## src/rtl/scan_pkg.sv

```systemverilog
// Shared types for the scan-chain initiator: FSM state encoding and the
// bit shifted into the chain while the response is unloaded.
package scan_pkg;

  typedef enum logic [2:0] {
    IDLE,
    SHIFT,
    CAPTURE,
    UNLOAD,
    FINISH
  } scan_state_e;

  localparam logic SCAN_FILL_BIT = 1'b0;

endpackage

```

## src/rtl/scan_shift_reg.sv

```systemverilog
// Pattern PISO feeding the chain's scan-in, plus response SIPO collecting the
// chain's scan-out and a parallel response register committed at run end.
module scan_shift_reg
  import scan_pkg::*;
#(
  parameter int unsigned CHAIN_LEN = 16
) (
  input  logic                 clk_i,
  input  logic                 rst_i,
  input  logic                 load_i,
  input  logic [CHAIN_LEN-1:0] pat_i,
  input  logic                 shift_out_i,
  output logic                 next_bit_o,
  input  logic                 shift_in_i,
  input  logic                 so_i,
  input  logic                 commit_i,
  output logic [CHAIN_LEN-1:0] resp_o
);

  logic [CHAIN_LEN-1:0] pat_q, pat_d;
  logic [CHAIN_LEN-1:0] cap_q, cap_d;
  logic [CHAIN_LEN-1:0] resp_q, resp_d;
  logic [CHAIN_LEN-1:0] cap_next;

  // First bit sampled lands in the MSB after CHAIN_LEN shifts.
  assign cap_next = {cap_q[CHAIN_LEN-2:0], so_i};

  always_comb begin
    pat_d  = pat_q;
    cap_d  = cap_q;
    resp_d = resp_q;
    if (load_i) begin
      pat_d = pat_i;
    end else if (shift_out_i) begin
      pat_d = {pat_q[CHAIN_LEN-2:0], SCAN_FILL_BIT};
    end
    if (shift_in_i) begin
      cap_d = cap_next;
    end
    if (commit_i) begin
      resp_d = cap_next;
    end
  end

  always_ff @(posedge clk_i or posedge rst_i) begin
    if (rst_i) begin
      pat_q  <= '0;
      cap_q  <= '0;
      resp_q <= '0;
    end else begin
      pat_q  <= pat_d;
      cap_q  <= cap_d;
      resp_q <= resp_d;
    end
  end

  // The MSB is already on SI, so the bit below it is the next one to present.
  assign next_bit_o = pat_q[CHAIN_LEN-2];
  assign resp_o     = resp_q;

endmodule

```

## src/rtl/scan_chain_ctrl.sv

```systemverilog
// Scan-test initiator: shifts a pattern into a mux-scan chain, captures once,
// then unloads the response and presents it in parallel with a DONE pulse.
module scan_chain_ctrl
  import scan_pkg::*;
#(
  parameter int unsigned CHAIN_LEN = 16
) (
  input  logic                 CLK,
  input  logic                 RST,
  input  logic                 START,
  input  logic                 ABORT,
  input  logic [CHAIN_LEN-1:0] PAT,
  output logic                 BUSY,
  output logic                 DONE,
  output logic [CHAIN_LEN-1:0] RESP,
  output logic                 SE,
  output logic                 SI,
  input  logic                 SO
);

  localparam int unsigned CNT_W = $clog2(CHAIN_LEN + 1);
  localparam logic [CNT_W-1:0] CntLast = CNT_W'(CHAIN_LEN - 1);

  scan_state_e      state_q;
  logic [CNT_W-1:0] cnt_q;
  logic             se_q, si_q, busy_q, done_q;

  logic load, shift_out, shift_in, commit, next_bit, cnt_last;

  assign cnt_last  = (cnt_q == CntLast);
  assign load      = (state_q == IDLE) && START && !ABORT;
  assign shift_out = (state_q == SHIFT) && !ABORT;
  assign shift_in  = (state_q == UNLOAD) && !ABORT;
  assign commit    = shift_in && cnt_last;

  scan_shift_reg #(
    .CHAIN_LEN(CHAIN_LEN)
  ) u_shift_reg (
    .clk_i      (CLK),
    .rst_i      (RST),
    .load_i     (load),
    .pat_i      (PAT),
    .shift_out_i(shift_out),
    .next_bit_o (next_bit),
    .shift_in_i (shift_in),
    .so_i       (SO),
    .commit_i   (commit),
    .resp_o     (RESP)
  );

  always_ff @(posedge CLK or posedge RST) begin
    if (RST) begin
      state_q <= IDLE;
      cnt_q   <= '0;
      se_q    <= 1'b0;
      si_q    <= 1'b0;
      busy_q  <= 1'b0;
      done_q  <= 1'b0;
    end else begin
      done_q <= 1'b0;
      if (state_q != IDLE && ABORT) begin
        state_q <= IDLE;
        cnt_q   <= '0;
        se_q    <= 1'b0;
        si_q    <= 1'b0;
        busy_q  <= 1'b0;
      end else begin
        unique case (state_q)
          IDLE: begin
            if (load) begin
              state_q <= SHIFT;
              cnt_q   <= '0;
              se_q    <= 1'b1;
              si_q    <= PAT[CHAIN_LEN-1];
              busy_q  <= 1'b1;
            end
          end
          SHIFT: begin
            if (cnt_last) begin
              state_q <= CAPTURE;
              cnt_q   <= '0;
              se_q    <= 1'b0;
              si_q    <= 1'b0;
            end else begin
              cnt_q <= cnt_q + CNT_W'(1);
              si_q  <= next_bit;
            end
          end
          CAPTURE: begin
            state_q <= UNLOAD;
            cnt_q   <= '0;
            se_q    <= 1'b1;
            si_q    <= SCAN_FILL_BIT;
          end
          UNLOAD: begin
            if (cnt_last) begin
              state_q <= FINISH;
              cnt_q   <= '0;
              se_q    <= 1'b0;
              done_q  <= 1'b1;
            end else begin
              cnt_q <= cnt_q + CNT_W'(1);
            end
          end
          FINISH: begin
            state_q <= IDLE;
            busy_q  <= 1'b0;
          end
          default: begin
            state_q <= IDLE;
            se_q    <= 1'b0;
            si_q    <= 1'b0;
            busy_q  <= 1'b0;
          end
        endcase
      end
    end
  end

  assign SE   = se_q;
  assign SI   = si_q;
  assign BUSY = busy_q;
  assign DONE = done_q;

endmodule
```

## config.mk

```make
export PLATFORM = sky130hd
export DESIGN_NAME = scan_chain_ctrl
export DESIGN_NICKNAME = d
export VERILOG_FILES = /design/src/rtl/scan_pkg.sv /design/src/rtl/scan_shift_reg.sv /design/src/rtl/scan_chain_ctrl.sv
export SDC_FILE = /design/constraint.sdc
export NUM_CORES = 1
export LEC_CHECK = 0
export ABC_AREA = 1
export CAP_MARGIN = 20
export CORE_MARGIN = 8
export CORE_UTILIZATION = 32
export DETAILED_ROUTE_END_ITERATION = 7
export PLACE_DENSITY_LB_ADDON = 0.05
export SLEW_MARGIN = 20
export SYNTH_ARGS = -nofsm -noshare
export SYNTH_HDL_FRONTEND = slang
export SYNTH_SLANG_ARGS = --single-unit
```

## constraint.sdc

```tcl
create_clock -name CLK -period 2.02 [get_ports CLK]
set_input_delay 0.404 -clock CLK [delete_from_list [all_inputs] [get_ports CLK]]
set_output_delay 0.404 -clock CLK [all_outputs]
set_load 0.005 [all_outputs]
```

; ---- After elaboration in Yosys (flattened, before gate mapping)
; Cells that the tools add are included.
[op_classes]
add_sub_neg = 1
n_reduce_logical = 19
mux = 24
eq_ne = 12
[op_table]
columns = operator, n
row1 = 15-bit 2-to-1 mux, 2
row2 = 5-bit 2-to-1 mux, 3
row3 = 5-bit case mux with 3 select lines, 1
row4 = 3-bit 2-to-1 mux, 4
row5 = 3-bit case mux with 4 select lines, 1
row6 = 1-bit 2-to-1 mux, 10
row7 = 3-bit by 2-bit inequality test with 1-bit output (second input constant), 3
row8 = 3-bit by 2-bit equality test with 1-bit output (second input constant), 2
row9 = 1-bit logical AND, 6
row10 = 2-bit AND reduction, 3
row11 = 3-bit AND reduction, 2
row12 = 5-bit by 1-bit adder with 5-bit output (second input constant), 1
row13 = 5-bit by 4-bit equality test with 1-bit output (second input constant), 1
row14 = 2-bit by 1-bit inequality test with 1-bit output (second input constant), 2
row15 = 1-bit case mux with 4 select lines, 1
row16 = 4-bit nonzero test, 1
row17 = 2-bit OR reduction, 2
row18 = 3-bit by 1-bit equality test with 1-bit output (second input constant), 1
row19 = 3-bit equality test (second input constant), 1
row20 = 3-bit zero test, 1
row21 = 3-bit by 1-bit inequality test with 1-bit output (second input constant), 1
row22 = 1-bit case mux with 3 select lines, 1
row23 = 3-bit nonzero test, 1
row24 = 3-bit OR reduction, 1
row25 = other kinds (4), 4
[totals]
ff_bits = 58
wordCells = 65
input_bits = 21
out_inout_bits = 20

; ---- Logic depth before layout (Yosys ltp)
[logic_depth]
ltp_word = 6
ltp_mapped = 8

; ---- Modules after synthesis
; A second synthesis with hierarchy kept.
[unflattened]
cells_unflattened = 284
area_unflattened_um2 = 2528.7
[modules_own_cells]
columns = mod, n_inst, area_per_inst_um2, cells_per_inst
row1 = scan_shift_reg, 1, 1839.3, 197
row2 = scan_chain_ctrl, 1, 689.4, 87

; ---- Worst setup path before layout
; OpenSTA, ideal clock, no wires.
[synth_timing]
path_kind = register to register
from = register cnt_q[0]
to = register u_shift_reg.resp_q[10] (netlist: u_shift_reg.resp_o[10])
setup_ns = 0.117
setup_slack_ns = 0.687
synth_period_minus_slack_ns = 1.333
stages_incl_launch_ff = 8
t_required_ns = 1.903
n_path_buf = 1
arrival_ns = 1.216
path_cell_list = dfrtp_1 > ha_1 > nand4_2 > nor2_4 > inv_2 > buf_6 > nand2_2 > o21ai_2
[synth_between]
elab_chain_len = 2
[synth_lines]
columns = element, line
row1 = "start, declared", scan_chain_ctrl.sv:25  ; logic [CNT_W-1:0] cnt_q;
row2 = "start signal, assigned", scan_chain_ctrl.sv:85  ; cnt_q <= cnt_q + CNT_W'(1);
row3 = "start signal, assigned", scan_chain_ctrl.sv:102  ; cnt_q <= cnt_q + CNT_W'(1);
row4 = 5-bit by 4-bit equality test with 1-bit output, scan_chain_ctrl.sv:30  ; assign cnt_last = (cnt_q == CntLast);
row5 = 1-bit logical AND, scan_chain_ctrl.sv:34  ; assign commit = shift_in && cnt_last;
row6 = "end signal, assigned", scan_shift_reg.sv:53  ; resp_q <= resp_d;
row7 = "end, declared", scan_shift_reg.sv:22  ; logic [CHAIN_LEN-1:0] resp_q, resp_d;
; No other way between the ends.
; A chain may end at the register's enable or synchronous reset.

; ---- Worst setup path after layout
[layout_timing]
from = register u_shift_reg.resp_q[7] (netlist: u_shift_reg.resp_o[7])
to = output port RESP[7]
[layout_lines]
columns = element, line
row1 = "end, declared", scan_chain_ctrl.sv:15  ; output logic [CHAIN_LEN-1:0] RESP,
; No word-level cell between the ends.

==> impl_metrics.py <==
metrics = {
    "drt": {
        "antenna_left": 0,
        "drtPass1Iterations": 4,
        "vias": 2070,
        "routed_wl_mm": 5.64,
        "wire_per_inst_um": 12.0,
        "drt-initial-drc-count": 132,
        "avgViaCountPerCell": 4.41,
        "drcViolationCount": 0,
    },
    "setup_path": {
        "critPathArrivalTime_ps": 1230,
        "critPathMaxStageDelay_ps": 520,
        "cp_max_fo": 2,
        "cp.required_ps": 1620,
        "critPathBufInv": 1,
        "critPathSlowestCell": "clkdlybuf4s50_1",
        "start_kind": "flop",
        "worstSetupPathType": "flop to primary output",
        "crit_path_end_kind": "primary output",
        "cpLargestDelayFamily": "buffers and inverters",
        "path_cells": "clkdlybuf4s50_1",
    },
    "synthesis": {
        "syn_area_um2": 2680,
        "yosysTopAreaCell": "dfrtp_1",
        "synth_seq_area_share_pct": 54.2,
        "syn_area_per_cell_um2": 8.52,
        "ys_warn_count": 0,
        "netlist_instances": 314,
        "synth_area_leaders": "dfrtp_1 54%, nand2_1 13%, inv_1 6.3%, nand3_1 4.7%, o21ai_2 4.6%",
        "yosysUniqueCellTypes": 23,
        "synthesis.nets": 336,
        "yosysTopAreaCellShare_pct": 54.2,
        "ys_ff_latch": 58,
    },
    "grt": {
        "grt_pass1_wl_mm": 9.95,
        "grt_pass1_vias": 2015,
        "grt_usage_pct": 10.8,
        "grt_antenna_before_repair": 0,
        "grt_max_degree": 32,
        "grt_overflow_total": 0,
    },
    "clock_tree": {
        "htree_levels": 3,
        "post_cts_resized": 0,
        "holdBufCountCts": 0,
        "clkLatencyLatePin_ps": 340,
        "cts_sinks": 58,
        "cts_tree": "yes",
        "clockBufferDepth": 2,
        "cts.clk_slew.worst_paths_ps": 80,
        "cts_root_buffer": "clkbuf_8",
        "postCtsSetupBuffers": 0,
        "cts_inserted_buffers": 9,
    },
    "floorplanning": {
        "io-pin-count": 41,
        "die_w_um": 107,
        "rows": 33,
        "fp.dieArea_um2": 11500,
        "start_util_pct": 32.7,
        "core-area_um2": 8180,
        "die_y_um": 107,
    },
    "layout": {
        "syn2layout_area_growth_pct": 28.4,
        "final_cell_mix": "93 x nand2_1, 58 x dfrtp_1, 44 x inv_1",
        "fin_nets": 381,
        "layout_commonest_cell": "nand2_1",
        "drive_gt1_share_pct": 15.9,
        "antenna_cells": 0,
    },
    "sta": {
        "fin_setup_tns_ps": 0,
        "relSlewSlack_pct": 69.5,
        "worst_pin_slew_ps": 457,
        "period_minus_slack_ps": 1630,
        "finalClockSkew_ps": 10.1,
        "hold_violations": 0,
        "slew_viol_final": 0,
        "max_freq_mhz": 613,
        "fin_crit_sh_pct": 80.8,
        "setup_viol": 0,
        "rsz0062_at_grt": "false",
    },
    "power": {
        "power.total_mw": 3.82,
        "power_density_nw_per_um2": 1110,
        "leakagePower_nw": 1.67,
        "max-vdd-ir-drop_mv": 0.398,
    },
    "placement": {
        "port_buffers": 40,
        "place_congestion": 0.748,
        "hpwl_mm": 3.87,
    },
    "job": {
        "maxCapViolCount": 0,
    },
    "run_status": {
        "status": "finished, final reports clean",
    },
    "min_path": {
        "hold_path.class": "input port to asynchronous set/reset pin",
    },
}
==> layer usage <==
layer / part of all wire [%] / vias to the layer above / GRT usage, % / routed length, um
li1: - / 1066 / - / -
met1: 51 / 942 / 15.1 / 2890
met2: 40 / 50 / 14.3 / 2270
met3: 5.9 / 12 / 3.23 / 333
met4: 2.5 / 0 / 6.24 / 142
met5: 0 / - / 0 / 0
==> power breakdown <==
part,switching (mW),internal [mW],total (mW)
combinational,0.623,0.391,1.01
sequential,0.160,1.42,1.58
clock,0.521,0.702,1.22
total,1.30,2.52,3.82
==> registers in the layout, indices dropped and copies added (netlist names) <==
name	flops
SE	1
BUSY	1
u_shift_reg.pat_q	15
cnt_q	5
state_q	3
DONE	1
u_shift_reg.resp_o	16
u_shift_reg.cap_q	15
SI	1
==> stage by stage <==
step	instances	setup slack (ps)	area, um2	hold slack (ps)	util [%]
2_1_floorplan	314	188	2680	449	-
3_3_place_gp	453	157	3210	459	39.3
3_5_place_dp	453	130	3210	468	39.3
4_1_cts	469	358	3440	374	42.0
5_1_grt	469	249	3440	439	42.0
6_report	469	388	3440	369	42.0
==> final timing paths <==
check,startpoint,endpoint,slack [ps],depth (start not counted)
worst max-delay path,u_shift_reg.resp_o[7],RESP[7],390,1
worst min-delay path,RST,u_shift_reg.pat_q[11],370,2
worst max register to register,cnt_q[0],u_shift_reg.resp_o[11],410,7
worst min register to register,SE,SE,480,2
max in group asynchronous,RST,SI,1190,3
min in group CLK,SE,SE,480,2
==> synthesized netlist by cell type <==
cell and n:
inv_1 45, nand3_1 25, nand2_2 8, o21ai_1 15, buf_2 6, buf_6 3, buf_4 1, o21ai_0 19
or2_2 1, inv_2 5, nor2_4 2, dfrtp_1 58, ha_1 1, nor2_2 3, nand2_4 1, o21ai_2 14
nand4_1 4, clkbuf_1 2, nand2_1 93, nand4_2 1, nor2_1 5, xor2_1 1, nor3_1 1
==> logic make-up after synthesis <==
group,share of synthesized area [%]
fa+ha+maj,0.467
compound gates,10.9
simple gates,24.1
flops,54.2
xor+xnor,0.327
buf+inv,9.96
==> cell type report <==
cell class / instances / area (um2)
clock inverters: 7 / 101
inverters: 50 / 188
flip-flops and latches: 58 / 1450
multi-input cells: 194 / 958
clock buffers: 9 / 124
repair buffers: 46 / 483
fillers: 835 / 4740
well taps: 105 / 131
(Power assumes the default switching activity.)
